===== src/rtl/mil1553_pkg.sv =====
// Shared types and constants for the MIL-STD-1553 receive decoder.
package mil1553_pkg;

    typedef enum logic [2:0] {
        IDLE,
        SYNC1,
        SYNC2,
        BITS,
        DONE
    } state_t;

    localparam int TUSER_SYNC = 0;
    localparam int TUSER_PERR = 1;
    localparam int TUSER_OVF  = 2;

    // {first level, second level} of the sync pattern
    localparam logic [1:0] SYNC_CMD  = 2'b01;
    localparam logic [1:0] SYNC_DATA = 2'b10;

    localparam int WORD_LEN = 17;

endpackage


===== src/rtl/mil1553_diff_sync.sv =====
// Two-flop synchronizer for the 1553 differential pair, with line-state decode.
// Defining MIL1553_RX_INVERT_EN swaps the true/complement roles after sync.
module mil1553_diff_sync (
    input  logic i_clk,
    input  logic i_rst,
    input  logic i_rx0,
    input  logic i_rx1,
    output logic o_valid,
    output logic o_level
);

    logic [1:0] r_rx0;
    logic [1:0] r_rx1;
    logic       w_pos;
    logic       w_neg;

    always_ff @(posedge i_clk) begin
        if (i_rst) begin
            r_rx0 <= 2'b00;
            r_rx1 <= 2'b11;
        end else begin
            r_rx0 <= {r_rx0[0], i_rx0};
            r_rx1 <= {r_rx1[0], i_rx1};
        end
    end

`ifdef MIL1553_RX_INVERT_EN
    assign w_pos = r_rx1[1];
    assign w_neg = r_rx0[1];
`else
    assign w_pos = r_rx0[1];
    assign w_neg = r_rx1[1];
`endif

    assign o_valid = w_pos ^ w_neg;
    assign o_level = w_pos;

endmodule


===== src/rtl/mil1553_rx_decoder.sv =====
// MIL-STD-1553 Manchester receive decoder with a one-word valid/ready output.
// Optional MIL1553_RX_INVERT_EN swaps rx0/rx1 polarity (in mil1553_diff_sync).
module mil1553_rx_decoder #(
    parameter int CLOCK_SPEED = 50000000,
    parameter int BIT_RATE    = 1000000,
    parameter int SYNC_TOL    = 4
) (
    input  logic        aclk,
    input  logic        arst,
    input  logic        rx0_1553,
    input  logic        rx1_1553,
    output logic [15:0] m_tdata,
    output logic [2:0]  m_tuser,
    output logic        m_tvalid,
    input  logic        m_tready,
    output logic        rx_active,
    output logic        manchester_err
);

    import mil1553_pkg::*;

    localparam int CPB = CLOCK_SPEED / BIT_RATE;
    localparam int CW  = $clog2(2 * CPB + SYNC_TOL + 2) + 1;

    generate
        if ((CPB % 2) != 0 || CPB < 8) begin : g_bad_rate
            $error("CYCLES_PER_BIT must be even and >= 8");
        end
    endgenerate

    localparam logic [CW-1:0] C_S_MIN = CW'(3 * CPB / 2 - SYNC_TOL);
    localparam logic [CW-1:0] C_S_MAX = CW'(3 * CPB / 2 + SYNC_TOL);
    localparam logic [CW-1:0] C_M_MIN = CW'(2 * CPB - SYNC_TOL);
    localparam logic [CW-1:0] C_M_MAX = CW'(2 * CPB + SYNC_TOL);
    localparam logic [CW-1:0] C_H_MIN = CW'(CPB / 2 - SYNC_TOL);
    localparam logic [CW-1:0] C_H_MAX = CW'(CPB / 2 + SYNC_TOL);
    localparam logic [CW-1:0] C_Q1    = CW'(CPB / 4);
    localparam logic [CW-1:0] C_Q3    = CW'(3 * CPB / 4);
    localparam logic [CW-1:0] C_HALF1 = CW'(CPB / 2 + 1);
    localparam logic [CW-1:0] C_LAST  = CW'(CPB - 1);
    localparam logic [CW-1:0] C_INV   = CW'(CPB / 4);
    localparam logic [CW-1:0] C_ONE   = CW'(1);
    localparam logic [4:0]    C_NBITS = 5'(WORD_LEN - 1);

    state_t              r_state;
    state_t              w_state_n;
    logic                w_valid;
    logic                w_level;
    logic                r_prev_valid;
    logic                r_prev_level;
    logic                w_edge;
    logic                w_start;
    logic                w_inv_abort;
    logic                w_in_s;
    logic                w_in_m;
    logic                w_in_h;
    logic                w_abort;
    logic                w_shift_en;
    logic [CW-1:0]       r_cnt;
    logic [CW-1:0]       r_inv;
    logic [CW-1:0]       r_phase;
    logic [4:0]          r_bits;
    logic [WORD_LEN-1:0] r_shift;
    logic                r_s1;
    logic                r_s1val;
    logic                r_half;
    logic                r_first;
    logic                r_cmd;
    logic                r_err;
    logic [15:0]         r_tdata;
    logic [2:0]          r_tuser;
    logic                r_tvalid;

    mil1553_diff_sync u_sync (
        .i_clk   (aclk),
        .i_rst   (arst),
        .i_rx0   (rx0_1553),
        .i_rx1   (rx1_1553),
        .o_valid (w_valid),
        .o_level (w_level)
    );

    // Leaving the invalid line state also counts as a start in IDLE
    assign w_edge      = w_valid && (w_level != r_prev_level);
    assign w_start     = w_valid && (!r_prev_valid || (w_level != r_prev_level));
    assign w_inv_abort = !w_valid && (r_inv >= C_INV);
    assign w_in_s      = (r_cnt >= C_S_MIN) && (r_cnt <= C_S_MAX);
    assign w_in_m      = (r_cnt >= C_M_MIN) && (r_cnt <= C_M_MAX);
    assign w_in_h      = (r_cnt >= C_H_MIN) && (r_cnt <= C_H_MAX);

    always_ff @(posedge aclk) begin
        if (arst) begin
            r_state <= IDLE;
        end else begin
            r_state <= w_state_n;
        end
    end

    always_comb begin
        w_state_n  = r_state;
        w_abort    = 1'b0;
        w_shift_en = 1'b0;
        unique case (r_state)
            IDLE: begin
                if (w_start) begin
                    w_state_n = SYNC1;
                end
            end
            SYNC1: begin
                if (w_inv_abort) begin
                    w_state_n = IDLE;
                end else if (w_edge) begin
                    if (w_in_s && (({r_first, w_level} == SYNC_CMD) ||
                                   ({r_first, w_level} == SYNC_DATA))) begin
                        w_state_n = SYNC2;
                    end else begin
                        w_state_n = IDLE;
                    end
                end else if (r_cnt > C_S_MAX) begin
                    w_state_n = IDLE;
                end
            end
            SYNC2: begin
                // Bit 15 is decoded here from its own mid-bit transition
                if (w_inv_abort) begin
                    w_abort = 1'b1;
                end else if (w_edge) begin
                    if (r_half ? w_in_h : w_in_m) begin
                        w_shift_en = 1'b1;
                        w_state_n  = BITS;
                    end else if (r_half || !w_in_s) begin
                        w_abort = 1'b1;
                    end
                end else if (r_cnt > (r_half ? C_H_MAX : C_M_MAX)) begin
                    w_abort = 1'b1;
                end
            end
            BITS: begin
                if (w_inv_abort) begin
                    w_abort = 1'b1;
                end else if (r_s1 && (r_phase == C_Q3)) begin
                    if (r_s1val == w_level) begin
                        w_abort = 1'b1;
                    end else begin
                        w_shift_en = 1'b1;
                        if (r_bits == 5'd1) begin
                            w_state_n = DONE;
                        end
                    end
                end
            end
            DONE: begin
                w_state_n = IDLE;
            end
            default: begin
                w_state_n = IDLE;
            end
        endcase
        if (w_abort) begin
            w_state_n = IDLE;
        end
    end

    always_ff @(posedge aclk) begin
        if (arst) begin
            r_prev_valid <= 1'b1;
            r_prev_level <= 1'b0;
            r_inv        <= '0;
            r_cnt        <= '0;
            r_phase      <= '0;
            r_bits       <= '0;
            r_shift      <= '0;
            r_s1         <= 1'b0;
            r_s1val      <= 1'b0;
            r_half       <= 1'b0;
            r_first      <= 1'b0;
            r_cmd        <= 1'b0;
            r_err        <= 1'b0;
        end else begin
            r_prev_valid <= w_valid;
            if (w_valid) begin
                r_prev_level <= w_level;
            end
            if (w_valid) begin
                r_inv <= '0;
            end else if (r_inv != '1) begin
                r_inv <= r_inv + C_ONE;
            end
            if ((r_state == IDLE) ? w_start : w_edge) begin
                r_cnt <= C_ONE;
            end else if (r_cnt != '1) begin
                r_cnt <= r_cnt + C_ONE;
            end
            if ((r_state == IDLE) && w_start) begin
                r_first <= w_level;
            end
            if ((r_state == SYNC1) && w_edge) begin
                r_cmd <= ({r_first, w_level} == SYNC_CMD);
            end
            if (r_state != SYNC2) begin
                r_half <= 1'b0;
            end else if (w_edge) begin
                r_half <= 1'b1;
            end
            // Realign only on mid-bit edges, never on bit-boundary edges
            if (w_edge && ((r_state == SYNC2) ||
                           ((r_state == BITS) && r_s1))) begin
                r_phase <= C_HALF1;
            end else if (r_phase >= C_LAST) begin
                r_phase <= '0;
            end else begin
                r_phase <= r_phase + C_ONE;
            end
            if (r_state != BITS) begin
                r_s1 <= 1'b0;
            end else if (r_phase == C_Q1) begin
                r_s1    <= 1'b1;
                r_s1val <= w_level;
            end else if (r_phase == C_Q3) begin
                r_s1 <= 1'b0;
            end
            if (w_shift_en) begin
                r_shift <= {r_shift[WORD_LEN-2:0], w_level};
            end
            if (r_state == SYNC2) begin
                r_bits <= C_NBITS;
            end else if (w_shift_en) begin
                r_bits <= r_bits - 5'd1;
            end
            r_err <= w_abort;
        end
    end

    always_ff @(posedge aclk) begin
        if (arst) begin
            r_tdata  <= '0;
            r_tuser  <= '0;
            r_tvalid <= 1'b0;
        end else if (r_state == DONE) begin
            r_tdata             <= r_shift[WORD_LEN-1:1];
            r_tuser[TUSER_SYNC] <= r_cmd;
            r_tuser[TUSER_PERR] <= ~(^r_shift);
            r_tuser[TUSER_OVF]  <= r_tvalid && !m_tready;
            r_tvalid            <= 1'b1;
        end else if (m_tready) begin
            r_tvalid <= 1'b0;
        end
    end

    assign m_tdata        = r_tdata;
    assign m_tuser        = r_tuser;
    assign m_tvalid       = r_tvalid;
    assign rx_active      = (r_state != IDLE);
    assign manchester_err = r_err;

endmodule


===== config.mk =====
export PLATFORM = sky130hd
export DESIGN_NAME = mil1553_rx_decoder
export DESIGN_NICKNAME = d
export VERILOG_FILES = /design/src/rtl/mil1553_pkg.sv /design/src/rtl/mil1553_diff_sync.sv /design/src/rtl/mil1553_rx_decoder.sv
export SDC_FILE = /design/constraint.sdc
export NUM_CORES = 1
export LEC_CHECK = 0
export BUFFER_PORTS_ARGS = -buffer_cell sky130_fd_sc_hd__buf_4
export CORE_MARGIN = 1.5
export CORE_UTILIZATION = 30
export DETAILED_ROUTE_END_ITERATION = 16
export GPL_TIMING_DRIVEN = 0
export PLACE_DENSITY_LB_ADDON = 0.2
export SKIP_LAST_GASP = 1
export SYNTH_ARGS = -nofsm -noshare
export SYNTH_HDL_FRONTEND = slang
export SYNTH_HIERARCHICAL = 1
export SYNTH_SLANG_ARGS = --single-unit

===== constraint.sdc =====
create_clock -name aclk -period 2.07 [get_ports aclk]
set_input_delay 0.414 -clock aclk [delete_from_list [all_inputs] [get_ports aclk]]
set_output_delay 0.414 -clock aclk [all_outputs]
set_load 0.02 [all_outputs]

==> results.txt <==
Status: finished, final reports clean
Clk slew on worst S/H paths: 0.06 ns
TNS Setup: 0 ns
CTS root buf: clkbuf_16
CP Max Fanout: 7
CP arrival: 2.28 ns
Final wirelength: 8680 um
Yosys reg bits: 81
Detailed Place HPWL: 6090 um
Fmax achieved: 490 MHz
Dominant cells by area after synthesis: dfxtp_1 42%, a21oi_1 6.5%, ha_1 5.9%
CP max-delay cell: or4b_4
Design Power: 3.82 mW
Clock Path Buffers: 2
Register area share after synthesis: 0.423
HP Class: input pin to flop
MaxCap Viol Count: 0
DRT Pass-1 Iters: 6
Area grow syn2layout: 22.6%
Crit path max-delay family: simple AND/OR/NAND/NOR gates
Cells after synthesis: 459
Layout Cells excl Fill: 675
CP Capture Type: flop
Fin util: 0.374
Netlist Area Pre-Place: 3840 um^2
Ports: 27
Starting Density: 0.305
Slew @ Worst Pin: 0.715 ns
Hold_ws: 0.246 ns
Die area: 13500 um^2
Clk Latency, worst-skew pair: 0.34 ns
Remaining global-route overflow: 0
Post-synth EDFFs: 0
Share of cells above drive strength 1: 0.185
Power per standard cell area: 813 nW/um^2
Setup slack at placement: -0.366 ns
Cts bufs inserted: 9
Fin nets: 521
Vias: 3230
CP Buf/Inv Count: 1
First-pass GRT wire length: 14400 um
Drt initial violations: 151
CTS tree: yes
Antenna violations before repair: 0
Yosys warns: 6
Vias in the first global route: 2960
Diode count: 0
Area share of the largest cell type after synthesis: 0.423
Total track usage: 0.138
Routed length per instance: 12.9 um
Crit Path Category: flop to flop
H-tree Lvls: 3
Die span in x: 116 um
# rows: 41
DRC violations left: 0
Predominant post-synthesis flop cell: dfxtp_1
Post-synth top area cell: dfxtp_1
Synthesized area per cell: 8.36 um^2
Worst-path cell chain: buf_6, xor2_4, nand3_2, or4b_4, nand2b_4, and4_4, a2111oi_2
Static leakage: 1.67 nW
Fin crit share: 0.987
Placed Cells: 658
Placed instance area: 4250 um^2
PnR worst setup slack: 0.0279 ns
RSZ-0062 raised after global routing: yes
Clock Skew: 0.00749 ns
Die Y: 116 um
Slew Limit Fails: 0
Worst slew margin relative to its limit: 0.521
# setup viols final: 0
Largest net degree at the start of global routing: 15
GPL Wtd Cong: 0.829
Yosys cell types: 55
# port buffers: 26
Core area: 12600 um^2
Crit-path max cell delay: 0.51 ns
Finished Cell Area: 4700 um^2
Via-to-Cell Ratio: 4.79
Final worst path period need: 2.04 ns
Final Hold Viols: 0
Post-synth ARST share: 0
CP required: 2.31 ns
Final ANT Viol Nets: 0
Peak supply drop: 0.526 mV
Clock sinks: 81
Startpoint class of the critical path: flop
## cells by family (layout without fill, tap and decap cells)
kind of cell | Yosys count | count (layout) | share of synthesized area
simple gates | 181 | 181 | 0.241
compound gates | 105 | 105 | 0.156
flops | 81 | 81 | 0.423
buf+inv | 39 | 82 | 0.0408
xor+xnor | 31 | 31 | 0.0727
fa+ha+maj | 18 | 18 | 0.0587
mux | 3 | 3 | 0.00783
other cells | 1 | 2 | 0.000978
## synth_stat cells (2+ instances only)
cell      count
o21ai_0      33
nand2_1      50
and3_1        6
xnor2_1      20
mux2i_1       3
nor2b_1       4
o31ai_1       3
nor4_1        3
nand3_1      35
nand2b_1      6
nor2_1       31
nand4_1       3
nor4_2        2
or2_2         5
buf_2         5
nor3_1       16
clkbuf_1     15
or2_1         2
a21o_1        2
inv_1        17
xor2_1       10
dfxtp_1      81
a21oi_1      50
o21a_1        2
and4b_1       2
nor4b_1       2
a31oi_1       3
or3_1         3
a211oi_1      2
ha_1         18
## worst paths after layout
kind | cells past startpoint | startpoint | end | slack, ns
max | 7 | u_sync/r_rx0[1] | r_state[1] | 0.03
min | 2 | arst | u_sync/r_rx0[1] | 0.25
max reg2reg | 7 | u_sync/r_rx0[1] | r_state[1] | 0.03
min reg2reg | 1 | u_sync/r_rx1[0] | u_sync/r_rx1[1] | 0.41
## layer usage
metal | vias up | global-route usage | routed length [um]
met2 | 47 | 0.201 | 3890
met4 | 0 | 0.0610 | 133
met5 | - | 0 | 0
met3 | 10 | 0.0445 | 309
met1 | 1501 | 0.186 | 4340
li1 | 1672 | - | -
## final cells by class
| type | count | area [um^2] |
|---|---|---|
| multi-input combinational | 340 | 2170 |
| inverter | 17 | 63.8 |
| buffer | 22 | 116 |
| tap | 172 | 215 |
| sequential | 81 | 1640 |
| fill | 1313 | 7870 |
| timing repair buffer | 27 | 203 |
| clock buffer | 9 | 225 |
| clock inverter | 7 | 71.3 |
## sequential cells by signal, summed over array words and instances (netlist names)
register and flops:
r_cnt 8, m_tuser 3, r_cmd 1, u_sync/r_rx0 2
r_bits 5, r_prev_level 1, r_first 1, u_sync/r_rx1 2
r_phase 8, r_prev_valid 1, r_s1val 1, r_s1 1
m_tdata 16, r_inv 8, r_state 3, r_half 1
m_tvalid 1, manchester_err 1, r_shift 17
## cells in the final DEF, fill, tap and decap left out, types with 3 or more instances in the layout
cell,count
and3_1,6
clkbuf_1,11
xor2_1,10
dfxtp_4,3
nor3_1,12
nor2b_1,4
ha_1,17
dfxtp_1,74
nand4_1,3
a31oi_1,3
o21ai_0,24
or2_2,5
nor4_1,3
nand2_1,50
dfxtp_2,4
nor2_1,30
mux2i_1,3
clkbuf_16,9
nand2b_1,6
xnor2_1,20
clkinvlp_4,3
clkbuf_2,4
nor3_2,4
inv_1,14
buf_4,29
a21oi_1,49
inv_2,3
o21ai_1,9
nand3_1,34
## worst reg2reg max path, stage by stage, from the launching register on
cell,delay (ns)
dfxtp_2,0.36
buf_6,0.15
xor2_4,0.20
nand3_2,0.13
or4b_4,0.51
nand2b_4,0.16
and4_4,0.19
a2111oi_2,0.26
## timing repair
item | 4_1_cts | 5_1_grt
setup buffers | 1 | 0
hold buffers | 0 | 0
gates resized for setup | 22 | 35
pin swaps | 2 | 8
setup endpoints to repair | 33 | 33
## report_power, final
part           total (mW)  internal [mW]  switching [mW]
Sequential           1.65           1.61          0.0359
Combinational       0.596          0.218           0.378
Clock                1.58          0.931           0.653
Total                3.82           2.76            1.07
(Power assumes the default switching activity.)
